<file path="src/rtl/ysyx_24080006_pkg.sv">
// Shared types for the AXI arbiter slice: bus widths and arbiter state/grant encodings.
package ysyx_24080006_pkg;

    localparam int AXI_ADDR_W = 32;
    localparam int AXI_DATA_W = 32;
    localparam int AXI_ID_W   = 4;

    typedef enum logic [1:0] {
        ARB_IDLE   = 2'd0,
        ARB_IFU_RD = 2'd1,
        ARB_LSU_RD = 2'd2,
        ARB_LSU_WR = 2'd3
    } arb_state_e;

    typedef enum logic [1:0] {
        GNT_NONE   = 2'd0,
        GNT_IFU    = 2'd1,
        GNT_LSU_RD = 2'd2,
        GNT_LSU_WR = 2'd3
    } arb_grant_e;

    // Grant encoding mirrors the state encoding one-to-one.
    function automatic arb_grant_e state_to_grant(input arb_state_e s);
        return arb_grant_e'(s);
    endfunction

endpackage

</file>
<file path="src/rtl/ysyx_24080006_axi_if.sv">
// AXI4 bundle (five channels) with requester-side (master) and responder-side (slave) views.
interface ysyx_24080006_axi;
    import ysyx_24080006_pkg::*;

    logic                    awvalid;
    logic                    awready;
    logic [AXI_ADDR_W-1:0]   awaddr;
    logic [AXI_ID_W-1:0]     awid;
    logic [7:0]              awlen;
    logic [2:0]              awsize;
    logic [1:0]              awburst;

    logic                    wvalid;
    logic                    wready;
    logic [AXI_DATA_W-1:0]   wdata;
    logic [AXI_DATA_W/8-1:0] wstrb;
    logic                    wlast;

    logic                    bvalid;
    logic                    bready;
    logic [1:0]              bresp;
    logic [AXI_ID_W-1:0]     bid;

    logic                    arvalid;
    logic                    arready;
    logic [AXI_ADDR_W-1:0]   araddr;
    logic [AXI_ID_W-1:0]     arid;
    logic [7:0]              arlen;
    logic [2:0]              arsize;
    logic [1:0]              arburst;

    logic                    rvalid;
    logic                    rready;
    logic [AXI_DATA_W-1:0]   rdata;
    logic [1:0]              rresp;
    logic                    rlast;
    logic [AXI_ID_W-1:0]     rid;

    modport master (
        output awvalid, awaddr, awid, awlen, awsize, awburst,
        input  awready,
        output wvalid, wdata, wstrb, wlast,
        input  wready,
        input  bvalid, bresp, bid,
        output bready,
        output arvalid, araddr, arid, arlen, arsize, arburst,
        input  arready,
        input  rvalid, rdata, rresp, rlast, rid,
        output rready
    );

    modport slave (
        input  awvalid, awaddr, awid, awlen, awsize, awburst,
        output awready,
        input  wvalid, wdata, wstrb, wlast,
        output wready,
        output bvalid, bresp, bid,
        input  bready,
        input  arvalid, araddr, arid, arlen, arsize, arburst,
        output arready,
        output rvalid, rdata, rresp, rlast, rid,
        input  rready
    );

endinterface

</file>
<file path="src/rtl/ysyx_24080006_axi_arbiter.sv">
// Two-requester AXI arbiter: IFU (read only) and LSU (read/write) share one downstream port.
// One transaction owns the bus at a time; the grant is registered and held until completion.
module ysyx_24080006_axi_arbiter
    import ysyx_24080006_pkg::*;
#(
    parameter logic RR_EN = 1'b0
) (
    input  logic                    clock,
    input  logic                    reset,
    ysyx_24080006_axi.slave         axi_ifu,
    ysyx_24080006_axi.slave         axi_lsu,
    ysyx_24080006_axi.master        axi_mem,
    output arb_grant_e              grant_o
);

    arb_state_e state_q, state_d;
    logic       last_lsu_q, last_lsu_d;
    logic       ifu_req, lsu_req, lsu_wins, rd_done, wr_done;
    logic       own_ifu, own_lsu_rd, own_lsu_wr;

    assign ifu_req = axi_ifu.arvalid;
    assign lsu_req = axi_lsu.arvalid | axi_lsu.awvalid;
    // Round-robin only breaks ties; with RR disabled the LSU always wins.
    assign lsu_wins = lsu_req & (~ifu_req | ~RR_EN | ~last_lsu_q);
    assign rd_done  = axi_mem.rvalid & axi_mem.rready & axi_mem.rlast;
    assign wr_done  = axi_mem.bvalid & axi_mem.bready;

    always_comb begin
        state_d    = state_q;
        last_lsu_d = last_lsu_q;
        case (state_q)
            ARB_IDLE: begin
                if (lsu_wins) begin
                    // A pending LSU read goes ahead of its own pending write.
                    state_d    = axi_lsu.arvalid ? ARB_LSU_RD : ARB_LSU_WR;
                    last_lsu_d = 1'b1;
                end else if (ifu_req) begin
                    state_d    = ARB_IFU_RD;
                    last_lsu_d = 1'b0;
                end
            end
            ARB_IFU_RD, ARB_LSU_RD: if (rd_done) state_d = ARB_IDLE;
            ARB_LSU_WR:             if (wr_done) state_d = ARB_IDLE;
            default:                state_d = ARB_IDLE;
        endcase
    end

    always_ff @(posedge clock) begin
        if (reset) begin
            state_q    <= ARB_IDLE;
            last_lsu_q <= 1'b0;
        end else begin
            state_q    <= state_d;
            last_lsu_q <= last_lsu_d;
        end
    end

    assign own_ifu    = (state_q == ARB_IFU_RD);
    assign own_lsu_rd = (state_q == ARB_LSU_RD);
    assign own_lsu_wr = (state_q == ARB_LSU_WR);
    assign grant_o    = state_to_grant(state_q);

    assign axi_mem.arvalid = (own_ifu & axi_ifu.arvalid) | (own_lsu_rd & axi_lsu.arvalid);
    assign axi_mem.araddr  = own_ifu ? axi_ifu.araddr  : axi_lsu.araddr;
    assign axi_mem.arid    = own_ifu ? axi_ifu.arid    : axi_lsu.arid;
    assign axi_mem.arlen   = own_ifu ? axi_ifu.arlen   : axi_lsu.arlen;
    assign axi_mem.arsize  = own_ifu ? axi_ifu.arsize  : axi_lsu.arsize;
    assign axi_mem.arburst = own_ifu ? axi_ifu.arburst : axi_lsu.arburst;
    assign axi_mem.rready  = (own_ifu & axi_ifu.rready) | (own_lsu_rd & axi_lsu.rready);

    assign axi_ifu.arready = own_ifu & axi_mem.arready;
    assign axi_ifu.rvalid  = own_ifu & axi_mem.rvalid;
    assign axi_ifu.rdata   = axi_mem.rdata;
    assign axi_ifu.rresp   = axi_mem.rresp;
    assign axi_ifu.rlast   = axi_mem.rlast;
    assign axi_ifu.rid     = axi_mem.rid;

    assign axi_lsu.arready = own_lsu_rd & axi_mem.arready;
    assign axi_lsu.rvalid  = own_lsu_rd & axi_mem.rvalid;
    assign axi_lsu.rdata   = axi_mem.rdata;
    assign axi_lsu.rresp   = axi_mem.rresp;
    assign axi_lsu.rlast   = axi_mem.rlast;
    assign axi_lsu.rid     = axi_mem.rid;

    // Write path belongs to the LSU only; AW and W may complete in either order.
    assign axi_mem.awvalid = own_lsu_wr & axi_lsu.awvalid;
    assign axi_mem.awaddr  = axi_lsu.awaddr;
    assign axi_mem.awid    = axi_lsu.awid;
    assign axi_mem.awlen   = axi_lsu.awlen;
    assign axi_mem.awsize  = axi_lsu.awsize;
    assign axi_mem.awburst = axi_lsu.awburst;
    assign axi_mem.wvalid  = own_lsu_wr & axi_lsu.wvalid;
    assign axi_mem.wdata   = axi_lsu.wdata;
    assign axi_mem.wstrb   = axi_lsu.wstrb;
    assign axi_mem.wlast   = axi_lsu.wlast;
    assign axi_mem.bready  = own_lsu_wr & axi_lsu.bready;

    assign axi_lsu.awready = own_lsu_wr & axi_mem.awready;
    assign axi_lsu.wready  = own_lsu_wr & axi_mem.wready;
    assign axi_lsu.bvalid  = own_lsu_wr & axi_mem.bvalid;
    assign axi_lsu.bresp   = axi_mem.bresp;
    assign axi_lsu.bid     = axi_mem.bid;

    assign axi_ifu.awready = 1'b0;
    assign axi_ifu.wready  = 1'b0;
    assign axi_ifu.bvalid  = 1'b0;
    assign axi_ifu.bresp   = 2'b00;
    assign axi_ifu.bid     = '0;

    logic unused_ifu_wr;
    assign unused_ifu_wr = ^{axi_ifu.awaddr, axi_ifu.awid, axi_ifu.awlen, axi_ifu.awsize,
                             axi_ifu.awburst, axi_ifu.wvalid, axi_ifu.wdata, axi_ifu.wstrb,
                             axi_ifu.wlast, axi_ifu.bready};

    // The fetch unit has no business issuing writes; catch it in simulation.
    a_ifu_no_write: assert property (@(posedge clock) disable iff (reset) !axi_ifu.awvalid);

endmodule

</file>
<file path="src/flat_wrapper.sv">
// flat-port wrapper written by rule: the top's interface ports become plain ports
module ysyx_24080006_axi_arbiter_flat import ysyx_24080006_pkg::*;
#(
    parameter logic RR_EN = 1'b0
)
  (clock, reset, grant_o, axi_ifu_awvalid, axi_ifu_awaddr, axi_ifu_awid, axi_ifu_awlen, axi_ifu_awsize, axi_ifu_awburst, axi_ifu_awready, axi_ifu_wvalid, axi_ifu_wdata, axi_ifu_wstrb, axi_ifu_wlast, axi_ifu_wready, axi_ifu_bvalid, axi_ifu_bresp, axi_ifu_bid, axi_ifu_bready, axi_ifu_arvalid, axi_ifu_araddr, axi_ifu_arid, axi_ifu_arlen, axi_ifu_arsize, axi_ifu_arburst, axi_ifu_arready, axi_ifu_rvalid, axi_ifu_rdata, axi_ifu_rresp, axi_ifu_rlast, axi_ifu_rid, axi_ifu_rready, axi_lsu_awvalid, axi_lsu_awaddr, axi_lsu_awid, axi_lsu_awlen, axi_lsu_awsize, axi_lsu_awburst, axi_lsu_awready, axi_lsu_wvalid, axi_lsu_wdata, axi_lsu_wstrb, axi_lsu_wlast, axi_lsu_wready, axi_lsu_bvalid, axi_lsu_bresp, axi_lsu_bid, axi_lsu_bready, axi_lsu_arvalid, axi_lsu_araddr, axi_lsu_arid, axi_lsu_arlen, axi_lsu_arsize, axi_lsu_arburst, axi_lsu_arready, axi_lsu_rvalid, axi_lsu_rdata, axi_lsu_rresp, axi_lsu_rlast, axi_lsu_rid, axi_lsu_rready, axi_mem_awvalid, axi_mem_awaddr, axi_mem_awid, axi_mem_awlen, axi_mem_awsize, axi_mem_awburst, axi_mem_awready, axi_mem_wvalid, axi_mem_wdata, axi_mem_wstrb, axi_mem_wlast, axi_mem_wready, axi_mem_bvalid, axi_mem_bresp, axi_mem_bid, axi_mem_bready, axi_mem_arvalid, axi_mem_araddr, axi_mem_arid, axi_mem_arlen, axi_mem_arsize, axi_mem_arburst, axi_mem_arready, axi_mem_rvalid, axi_mem_rdata, axi_mem_rresp, axi_mem_rlast, axi_mem_rid, axi_mem_rready);
  ysyx_24080006_axi axi_ifu_i ();
  ysyx_24080006_axi axi_lsu_i ();
  ysyx_24080006_axi axi_mem_i ();
  input  logic clock;
  input  logic reset;
  output arb_grant_e grant_o;
  input wire logic [$bits(axi_ifu_i.awvalid)-1:0] axi_ifu_awvalid;
  input wire logic [$bits(axi_ifu_i.awaddr)-1:0] axi_ifu_awaddr;
  input wire logic [$bits(axi_ifu_i.awid)-1:0] axi_ifu_awid;
  input wire logic [$bits(axi_ifu_i.awlen)-1:0] axi_ifu_awlen;
  input wire logic [$bits(axi_ifu_i.awsize)-1:0] axi_ifu_awsize;
  input wire logic [$bits(axi_ifu_i.awburst)-1:0] axi_ifu_awburst;
  output wire logic [$bits(axi_ifu_i.awready)-1:0] axi_ifu_awready;
  input wire logic [$bits(axi_ifu_i.wvalid)-1:0] axi_ifu_wvalid;
  input wire logic [$bits(axi_ifu_i.wdata)-1:0] axi_ifu_wdata;
  input wire logic [$bits(axi_ifu_i.wstrb)-1:0] axi_ifu_wstrb;
  input wire logic [$bits(axi_ifu_i.wlast)-1:0] axi_ifu_wlast;
  output wire logic [$bits(axi_ifu_i.wready)-1:0] axi_ifu_wready;
  output wire logic [$bits(axi_ifu_i.bvalid)-1:0] axi_ifu_bvalid;
  output wire logic [$bits(axi_ifu_i.bresp)-1:0] axi_ifu_bresp;
  output wire logic [$bits(axi_ifu_i.bid)-1:0] axi_ifu_bid;
  input wire logic [$bits(axi_ifu_i.bready)-1:0] axi_ifu_bready;
  input wire logic [$bits(axi_ifu_i.arvalid)-1:0] axi_ifu_arvalid;
  input wire logic [$bits(axi_ifu_i.araddr)-1:0] axi_ifu_araddr;
  input wire logic [$bits(axi_ifu_i.arid)-1:0] axi_ifu_arid;
  input wire logic [$bits(axi_ifu_i.arlen)-1:0] axi_ifu_arlen;
  input wire logic [$bits(axi_ifu_i.arsize)-1:0] axi_ifu_arsize;
  input wire logic [$bits(axi_ifu_i.arburst)-1:0] axi_ifu_arburst;
  output wire logic [$bits(axi_ifu_i.arready)-1:0] axi_ifu_arready;
  output wire logic [$bits(axi_ifu_i.rvalid)-1:0] axi_ifu_rvalid;
  output wire logic [$bits(axi_ifu_i.rdata)-1:0] axi_ifu_rdata;
  output wire logic [$bits(axi_ifu_i.rresp)-1:0] axi_ifu_rresp;
  output wire logic [$bits(axi_ifu_i.rlast)-1:0] axi_ifu_rlast;
  output wire logic [$bits(axi_ifu_i.rid)-1:0] axi_ifu_rid;
  input wire logic [$bits(axi_ifu_i.rready)-1:0] axi_ifu_rready;
  input wire logic [$bits(axi_lsu_i.awvalid)-1:0] axi_lsu_awvalid;
  input wire logic [$bits(axi_lsu_i.awaddr)-1:0] axi_lsu_awaddr;
  input wire logic [$bits(axi_lsu_i.awid)-1:0] axi_lsu_awid;
  input wire logic [$bits(axi_lsu_i.awlen)-1:0] axi_lsu_awlen;
  input wire logic [$bits(axi_lsu_i.awsize)-1:0] axi_lsu_awsize;
  input wire logic [$bits(axi_lsu_i.awburst)-1:0] axi_lsu_awburst;
  output wire logic [$bits(axi_lsu_i.awready)-1:0] axi_lsu_awready;
  input wire logic [$bits(axi_lsu_i.wvalid)-1:0] axi_lsu_wvalid;
  input wire logic [$bits(axi_lsu_i.wdata)-1:0] axi_lsu_wdata;
  input wire logic [$bits(axi_lsu_i.wstrb)-1:0] axi_lsu_wstrb;
  input wire logic [$bits(axi_lsu_i.wlast)-1:0] axi_lsu_wlast;
  output wire logic [$bits(axi_lsu_i.wready)-1:0] axi_lsu_wready;
  output wire logic [$bits(axi_lsu_i.bvalid)-1:0] axi_lsu_bvalid;
  output wire logic [$bits(axi_lsu_i.bresp)-1:0] axi_lsu_bresp;
  output wire logic [$bits(axi_lsu_i.bid)-1:0] axi_lsu_bid;
  input wire logic [$bits(axi_lsu_i.bready)-1:0] axi_lsu_bready;
  input wire logic [$bits(axi_lsu_i.arvalid)-1:0] axi_lsu_arvalid;
  input wire logic [$bits(axi_lsu_i.araddr)-1:0] axi_lsu_araddr;
  input wire logic [$bits(axi_lsu_i.arid)-1:0] axi_lsu_arid;
  input wire logic [$bits(axi_lsu_i.arlen)-1:0] axi_lsu_arlen;
  input wire logic [$bits(axi_lsu_i.arsize)-1:0] axi_lsu_arsize;
  input wire logic [$bits(axi_lsu_i.arburst)-1:0] axi_lsu_arburst;
  output wire logic [$bits(axi_lsu_i.arready)-1:0] axi_lsu_arready;
  output wire logic [$bits(axi_lsu_i.rvalid)-1:0] axi_lsu_rvalid;
  output wire logic [$bits(axi_lsu_i.rdata)-1:0] axi_lsu_rdata;
  output wire logic [$bits(axi_lsu_i.rresp)-1:0] axi_lsu_rresp;
  output wire logic [$bits(axi_lsu_i.rlast)-1:0] axi_lsu_rlast;
  output wire logic [$bits(axi_lsu_i.rid)-1:0] axi_lsu_rid;
  input wire logic [$bits(axi_lsu_i.rready)-1:0] axi_lsu_rready;
  output wire logic [$bits(axi_mem_i.awvalid)-1:0] axi_mem_awvalid;
  output wire logic [$bits(axi_mem_i.awaddr)-1:0] axi_mem_awaddr;
  output wire logic [$bits(axi_mem_i.awid)-1:0] axi_mem_awid;
  output wire logic [$bits(axi_mem_i.awlen)-1:0] axi_mem_awlen;
  output wire logic [$bits(axi_mem_i.awsize)-1:0] axi_mem_awsize;
  output wire logic [$bits(axi_mem_i.awburst)-1:0] axi_mem_awburst;
  input wire logic [$bits(axi_mem_i.awready)-1:0] axi_mem_awready;
  output wire logic [$bits(axi_mem_i.wvalid)-1:0] axi_mem_wvalid;
  output wire logic [$bits(axi_mem_i.wdata)-1:0] axi_mem_wdata;
  output wire logic [$bits(axi_mem_i.wstrb)-1:0] axi_mem_wstrb;
  output wire logic [$bits(axi_mem_i.wlast)-1:0] axi_mem_wlast;
  input wire logic [$bits(axi_mem_i.wready)-1:0] axi_mem_wready;
  input wire logic [$bits(axi_mem_i.bvalid)-1:0] axi_mem_bvalid;
  input wire logic [$bits(axi_mem_i.bresp)-1:0] axi_mem_bresp;
  input wire logic [$bits(axi_mem_i.bid)-1:0] axi_mem_bid;
  output wire logic [$bits(axi_mem_i.bready)-1:0] axi_mem_bready;
  output wire logic [$bits(axi_mem_i.arvalid)-1:0] axi_mem_arvalid;
  output wire logic [$bits(axi_mem_i.araddr)-1:0] axi_mem_araddr;
  output wire logic [$bits(axi_mem_i.arid)-1:0] axi_mem_arid;
  output wire logic [$bits(axi_mem_i.arlen)-1:0] axi_mem_arlen;
  output wire logic [$bits(axi_mem_i.arsize)-1:0] axi_mem_arsize;
  output wire logic [$bits(axi_mem_i.arburst)-1:0] axi_mem_arburst;
  input wire logic [$bits(axi_mem_i.arready)-1:0] axi_mem_arready;
  input wire logic [$bits(axi_mem_i.rvalid)-1:0] axi_mem_rvalid;
  input wire logic [$bits(axi_mem_i.rdata)-1:0] axi_mem_rdata;
  input wire logic [$bits(axi_mem_i.rresp)-1:0] axi_mem_rresp;
  input wire logic [$bits(axi_mem_i.rlast)-1:0] axi_mem_rlast;
  input wire logic [$bits(axi_mem_i.rid)-1:0] axi_mem_rid;
  output wire logic [$bits(axi_mem_i.rready)-1:0] axi_mem_rready;
  assign axi_ifu_i.awvalid = axi_ifu_awvalid;
  assign axi_ifu_i.awaddr = axi_ifu_awaddr;
  assign axi_ifu_i.awid = axi_ifu_awid;
  assign axi_ifu_i.awlen = axi_ifu_awlen;
  assign axi_ifu_i.awsize = axi_ifu_awsize;
  assign axi_ifu_i.awburst = axi_ifu_awburst;
  assign axi_ifu_awready = axi_ifu_i.awready;
  assign axi_ifu_i.wvalid = axi_ifu_wvalid;
  assign axi_ifu_i.wdata = axi_ifu_wdata;
  assign axi_ifu_i.wstrb = axi_ifu_wstrb;
  assign axi_ifu_i.wlast = axi_ifu_wlast;
  assign axi_ifu_wready = axi_ifu_i.wready;
  assign axi_ifu_bvalid = axi_ifu_i.bvalid;
  assign axi_ifu_bresp = axi_ifu_i.bresp;
  assign axi_ifu_bid = axi_ifu_i.bid;
  assign axi_ifu_i.bready = axi_ifu_bready;
  assign axi_ifu_i.arvalid = axi_ifu_arvalid;
  assign axi_ifu_i.araddr = axi_ifu_araddr;
  assign axi_ifu_i.arid = axi_ifu_arid;
  assign axi_ifu_i.arlen = axi_ifu_arlen;
  assign axi_ifu_i.arsize = axi_ifu_arsize;
  assign axi_ifu_i.arburst = axi_ifu_arburst;
  assign axi_ifu_arready = axi_ifu_i.arready;
  assign axi_ifu_rvalid = axi_ifu_i.rvalid;
  assign axi_ifu_rdata = axi_ifu_i.rdata;
  assign axi_ifu_rresp = axi_ifu_i.rresp;
  assign axi_ifu_rlast = axi_ifu_i.rlast;
  assign axi_ifu_rid = axi_ifu_i.rid;
  assign axi_ifu_i.rready = axi_ifu_rready;
  assign axi_lsu_i.awvalid = axi_lsu_awvalid;
  assign axi_lsu_i.awaddr = axi_lsu_awaddr;
  assign axi_lsu_i.awid = axi_lsu_awid;
  assign axi_lsu_i.awlen = axi_lsu_awlen;
  assign axi_lsu_i.awsize = axi_lsu_awsize;
  assign axi_lsu_i.awburst = axi_lsu_awburst;
  assign axi_lsu_awready = axi_lsu_i.awready;
  assign axi_lsu_i.wvalid = axi_lsu_wvalid;
  assign axi_lsu_i.wdata = axi_lsu_wdata;
  assign axi_lsu_i.wstrb = axi_lsu_wstrb;
  assign axi_lsu_i.wlast = axi_lsu_wlast;
  assign axi_lsu_wready = axi_lsu_i.wready;
  assign axi_lsu_bvalid = axi_lsu_i.bvalid;
  assign axi_lsu_bresp = axi_lsu_i.bresp;
  assign axi_lsu_bid = axi_lsu_i.bid;
  assign axi_lsu_i.bready = axi_lsu_bready;
  assign axi_lsu_i.arvalid = axi_lsu_arvalid;
  assign axi_lsu_i.araddr = axi_lsu_araddr;
  assign axi_lsu_i.arid = axi_lsu_arid;
  assign axi_lsu_i.arlen = axi_lsu_arlen;
  assign axi_lsu_i.arsize = axi_lsu_arsize;
  assign axi_lsu_i.arburst = axi_lsu_arburst;
  assign axi_lsu_arready = axi_lsu_i.arready;
  assign axi_lsu_rvalid = axi_lsu_i.rvalid;
  assign axi_lsu_rdata = axi_lsu_i.rdata;
  assign axi_lsu_rresp = axi_lsu_i.rresp;
  assign axi_lsu_rlast = axi_lsu_i.rlast;
  assign axi_lsu_rid = axi_lsu_i.rid;
  assign axi_lsu_i.rready = axi_lsu_rready;
  assign axi_mem_awvalid = axi_mem_i.awvalid;
  assign axi_mem_awaddr = axi_mem_i.awaddr;
  assign axi_mem_awid = axi_mem_i.awid;
  assign axi_mem_awlen = axi_mem_i.awlen;
  assign axi_mem_awsize = axi_mem_i.awsize;
  assign axi_mem_awburst = axi_mem_i.awburst;
  assign axi_mem_i.awready = axi_mem_awready;
  assign axi_mem_wvalid = axi_mem_i.wvalid;
  assign axi_mem_wdata = axi_mem_i.wdata;
  assign axi_mem_wstrb = axi_mem_i.wstrb;
  assign axi_mem_wlast = axi_mem_i.wlast;
  assign axi_mem_i.wready = axi_mem_wready;
  assign axi_mem_i.bvalid = axi_mem_bvalid;
  assign axi_mem_i.bresp = axi_mem_bresp;
  assign axi_mem_i.bid = axi_mem_bid;
  assign axi_mem_bready = axi_mem_i.bready;
  assign axi_mem_arvalid = axi_mem_i.arvalid;
  assign axi_mem_araddr = axi_mem_i.araddr;
  assign axi_mem_arid = axi_mem_i.arid;
  assign axi_mem_arlen = axi_mem_i.arlen;
  assign axi_mem_arsize = axi_mem_i.arsize;
  assign axi_mem_arburst = axi_mem_i.arburst;
  assign axi_mem_i.arready = axi_mem_arready;
  assign axi_mem_i.rvalid = axi_mem_rvalid;
  assign axi_mem_i.rdata = axi_mem_rdata;
  assign axi_mem_i.rresp = axi_mem_rresp;
  assign axi_mem_i.rlast = axi_mem_rlast;
  assign axi_mem_i.rid = axi_mem_rid;
  assign axi_mem_rready = axi_mem_i.rready;
  ysyx_24080006_axi_arbiter #(.RR_EN(RR_EN)) u_core (.clock(clock), .reset(reset), .axi_ifu(axi_ifu_i), .axi_lsu(axi_lsu_i), .axi_mem(axi_mem_i), .grant_o(grant_o));
endmodule
</file>
<file path="config.mk">
export PLATFORM = sky130hd
export DESIGN_NAME = ysyx_24080006_axi_arbiter_flat
export DESIGN_NICKNAME = d
export VERILOG_FILES = /design/src/rtl/ysyx_24080006_pkg.sv /design/src/rtl/ysyx_24080006_axi_if.sv /design/src/rtl/ysyx_24080006_axi_arbiter.sv /design/src/flat_wrapper.sv
export SDC_FILE = /design/constraint.sdc
export NUM_CORES = 1
export LEC_CHECK = 0
export BUFFER_PORTS_ARGS = -buffer_cell sky130_fd_sc_hd__buf_2
export CELL_PAD_IN_SITES_DETAIL_PLACEMENT = 1
export CELL_PAD_IN_SITES_GLOBAL_PLACEMENT = 1
export CORE_AREA = 2 2 221 223
export CTS_BUF_LIST = sky130_fd_sc_hd__clkbuf_8
export DETAILED_ROUTE_END_ITERATION = 6
export DIE_AREA = 0 0 223 225
export PLACE_DENSITY_LB_ADDON = 0.1
export SLEW_MARGIN = 20
export SYNTH_ARGS = -nofsm -noshare
export SYNTH_HDL_FRONTEND = slang
export SYNTH_SLANG_ARGS = --single-unit
</file>
<file path="constraint.sdc">
create_clock -name clock -period 1.6 [get_ports clock]
set_clock_uncertainty 0.05 [all_clocks]
set_input_delay 0.08 -clock clock [delete_from_list [all_inputs] [get_ports clock]]
set_output_delay 0.08 -clock clock [all_outputs]
set_load 0.02 [all_outputs]
</file>
==> metrics.md <==
| Metric | Value |
|---|---|
| Worst Slack Setup Final | `-0.0779 ns` |
| Crit. End Element | `primary output` |
| Fin nets | `629` |
| Initial antenna violation count | `0` |
| Die area | `0.0502 mm2` |
| I/O pin total | `574` |
| Final hold viol count | `0` |
| Power per cell area | `1050 mW/mm2` |
| First-pass GRT wire length | `14.4 mm` |
| Max VDD drop | `239 uV` |
| TritonCTS Buffers | `3` |
| Routed WL | `11.1 mm` |
| H-Tree Depth | `1` |
| Most frequent cell after synthesis | `buf_4` |
| Post-Syn Instances | `266` |
| Setup Viol. Count Final | `51` |
| WHS | `0.110 ns` |
| Failing checks | `setup timing` |
| Fmax | `596 MHz` |
| Post-synth EDFFs | `0` |
| Worst-path clk slew | `0.03 ns` |
| Sequential Power Share | `3.0%` |
| Global route total overflow | `0` |
| Routed Antenna Nets | `0` |
| DP HPWL | `9.50 mm` |
| Ys flop type | `dfxtp_1` |
| Crit Path Max Fanout | `6` |
| Clk sinks | `2` |
| Run status | `finished with violations` |
| Type of the worst setup path | `register to primary output` |
| Clk pwr share | `5.7%` |
| Crit path DAT | `1.55 ns` |
| Clk Latency, worst-skew pair | `0.21 ns` |
| Yosys warns | `0` |
| Largest net degree at the start of global routing | `12` |
| Fin crit share | `105%` |
| HP Class | `input port to primary output` |
| Area Growth Syn to Fin | `49.5%` |
| Max Cap Violations | `0` |
| RSZ-0062 raised after global routing | `true` |
| Setup tns final | `-2.42 ns` |
| Largest area contributor in the netlist | `buf_4` |
| Clock Tree Root | `clkbuf_8` |
| Commonest cells in the netlist | `buf_4 (180), mux2_2 (49), and2_1 (10)` |
| Fin crit period | `1.68 ns` |
| Layout cells sized above 1 | `90.4%` |
| CTS tree | `done` |
| Vias | `1661` |
| Vias per inst | `1.83` |
| Flop-to-flop setup slack | `-0.05 ns` |
| DR iter-0 viols | `21` |
| Slew Limit Fails | `0` |
| DR WL/cell | `12.3 um` |
| Syn Area/Cell | `8.25 um2` |
| Cell Rows | `80` |
| Die H | `225 um` |
| Sw Ratio | `42.1%` |
| Flops & latches, synth | `2` |
| Yosys cell types | `21` |
| Startpoint class of the critical path | `register` |
| Longest Clk Path Bufs | `2` |
| GP Congestion | `0.617` |
| Required @ worst endpoint | `1.47 ns` |
| Die Width | `223 um` |
| Gate power share | `91.4%` |
| Seq/Total Area, Yosys | `1.83%` |
| Antenna cells | `0` |
| # DRC | `0` |
| Leak | `0.00143 uW` |
| Core Box Area | `0.0475 mm2` |
| Vias in the first global route | `1873` |
| Hold buffer count at cts | `0` |
| Share of the synthesized area in the top cell type | `61.6%` |
| Switch Pwr | `1450 uW` |
| Initial Util | `4.61%` |
| Pre-antenna DRT Iters | `3` |
| Synth Cell Area | `0.00219 mm2` |
| Top cells by area, synth | `buf_4 (62%), mux2_2 (25%), and2_1 (2.9%), ha_1 (2.3%), dfxtp_1 (1.8%)` |
| Async SR Flop Fraction | `0%` |
| Cell Int Power | `2000 uW` |
| GRT Total Usage | `4.04%` |
| Port-buffer cells | `177` |
| Max FFs per register | `2` |
[cells in the final DEF (no fill, tap or decap), drive strengths merged]
cell type / netlist / final
a221o: 1 / 1
a22o: 2 / 2
and2: 10 / 10
buf: 184 / 197
clkbuf: 1 / 5
conb: 1 / 9
dfxtp: 2 / 2
ha: 4 / 4
inv: 2 / 2
mux2: 50 / 50
mux2i: 1 / 1
nand2: 1 / 1
nand2b: 1 / 1
nand3: 1 / 1
nor2: 2 / 2
nor4b: 1 / 1
o21ai: 1 / 1
or3b: 1 / 1
[logic make-up (layout without fill, tap and decap cells)]
family	Yosys count	in the layout	synth area share, %
fa+ha+maj	4	4	2.28
compound gates	4	4	1.88
other cells	1	9	0.171
flops	2	2	1.83
simple gates	17	17	4.68
buf+inv	187	204	63.0
mux	51	51	26.1
[power groups by stage]
stage | combinational (uW) | sequential [uW] | clock (uW)
floorplan | 1910 | 135 | 0
global placement | 2200 | 112 | 0
detailed placement | 2190 | 109 | 0
CTS | 2860 | 104 | 204
global route | 3390 | 111 | 214
finish | 3160 | 103 | 195
[layout make-up]
cell class,instances,area [um2]
inverters,2,10.0
clock buffers,3,41.3
well taps,615,769
repair buffers,199,1440
fillers,5647,44300
flip-flops and latches,2,47.5
multi-input cells,85,975
[layer usage]
layer | global-route usage [%] | vias to the layer above | part of all wire [%]
li1 | - | 720 | -
met1 | 3.67 | 727 | 31
met2 | 6.06 | 199 | 46
met3 | 3.95 | 13 | 21
met4 | 1.54 | 2 | 1.6
met5 | 1.08 | - | 0.69
[repair_timing]
action / CTS / global route
cloned: 3 / 2
setup buffers: 5 / 0
endpoints found under the setup margin: 54 / 55
resized for setup: 66 / 66
pin swaps: 1 / 2
[path summary, 6_finish.rpt]
check                     from                  to  cells after the start
max          u_core.grant_o[1]  axi_mem_araddr[12]                      6
min reg2reg  u_core.grant_o[0]   u_core.grant_o[0]                      3
min             axi_mem_bid[3]      axi_lsu_bid[3]                      0
max reg2reg  u_core.grant_o[1]   u_core.grant_o[1]                      7
[critical path, cell delays in order (launching register included)]
cell,delay [ns]
dfxtp_4,0.34
inv_4,0.06
ha_4,0.16
buf_12,0.16
clkbuf_16,0.17
mux2_4,0.31
buf_6,0.13
[metrics by stage]
step / utilization, % / total power, uW / setup WS (ns) / instances / instance area, um2
final: 6.89 / 3460 / -0.0779 / 906 / 3280
after global routing: 6.89 / 3710 / -0.154 / 906 / 3280
after CTS: 6.33 / 3170 / -0.155 / 904 / 3010
after detailed placement: 5.54 / 2300 / -0.0741 / 893 / 2630
after global placement: 5.54 / 2310 / -0.0583 / 893 / 2630
after floorplan: - / 2050 / -0.0978 / 274 / 2250
(Power assumes the default switching activity.)
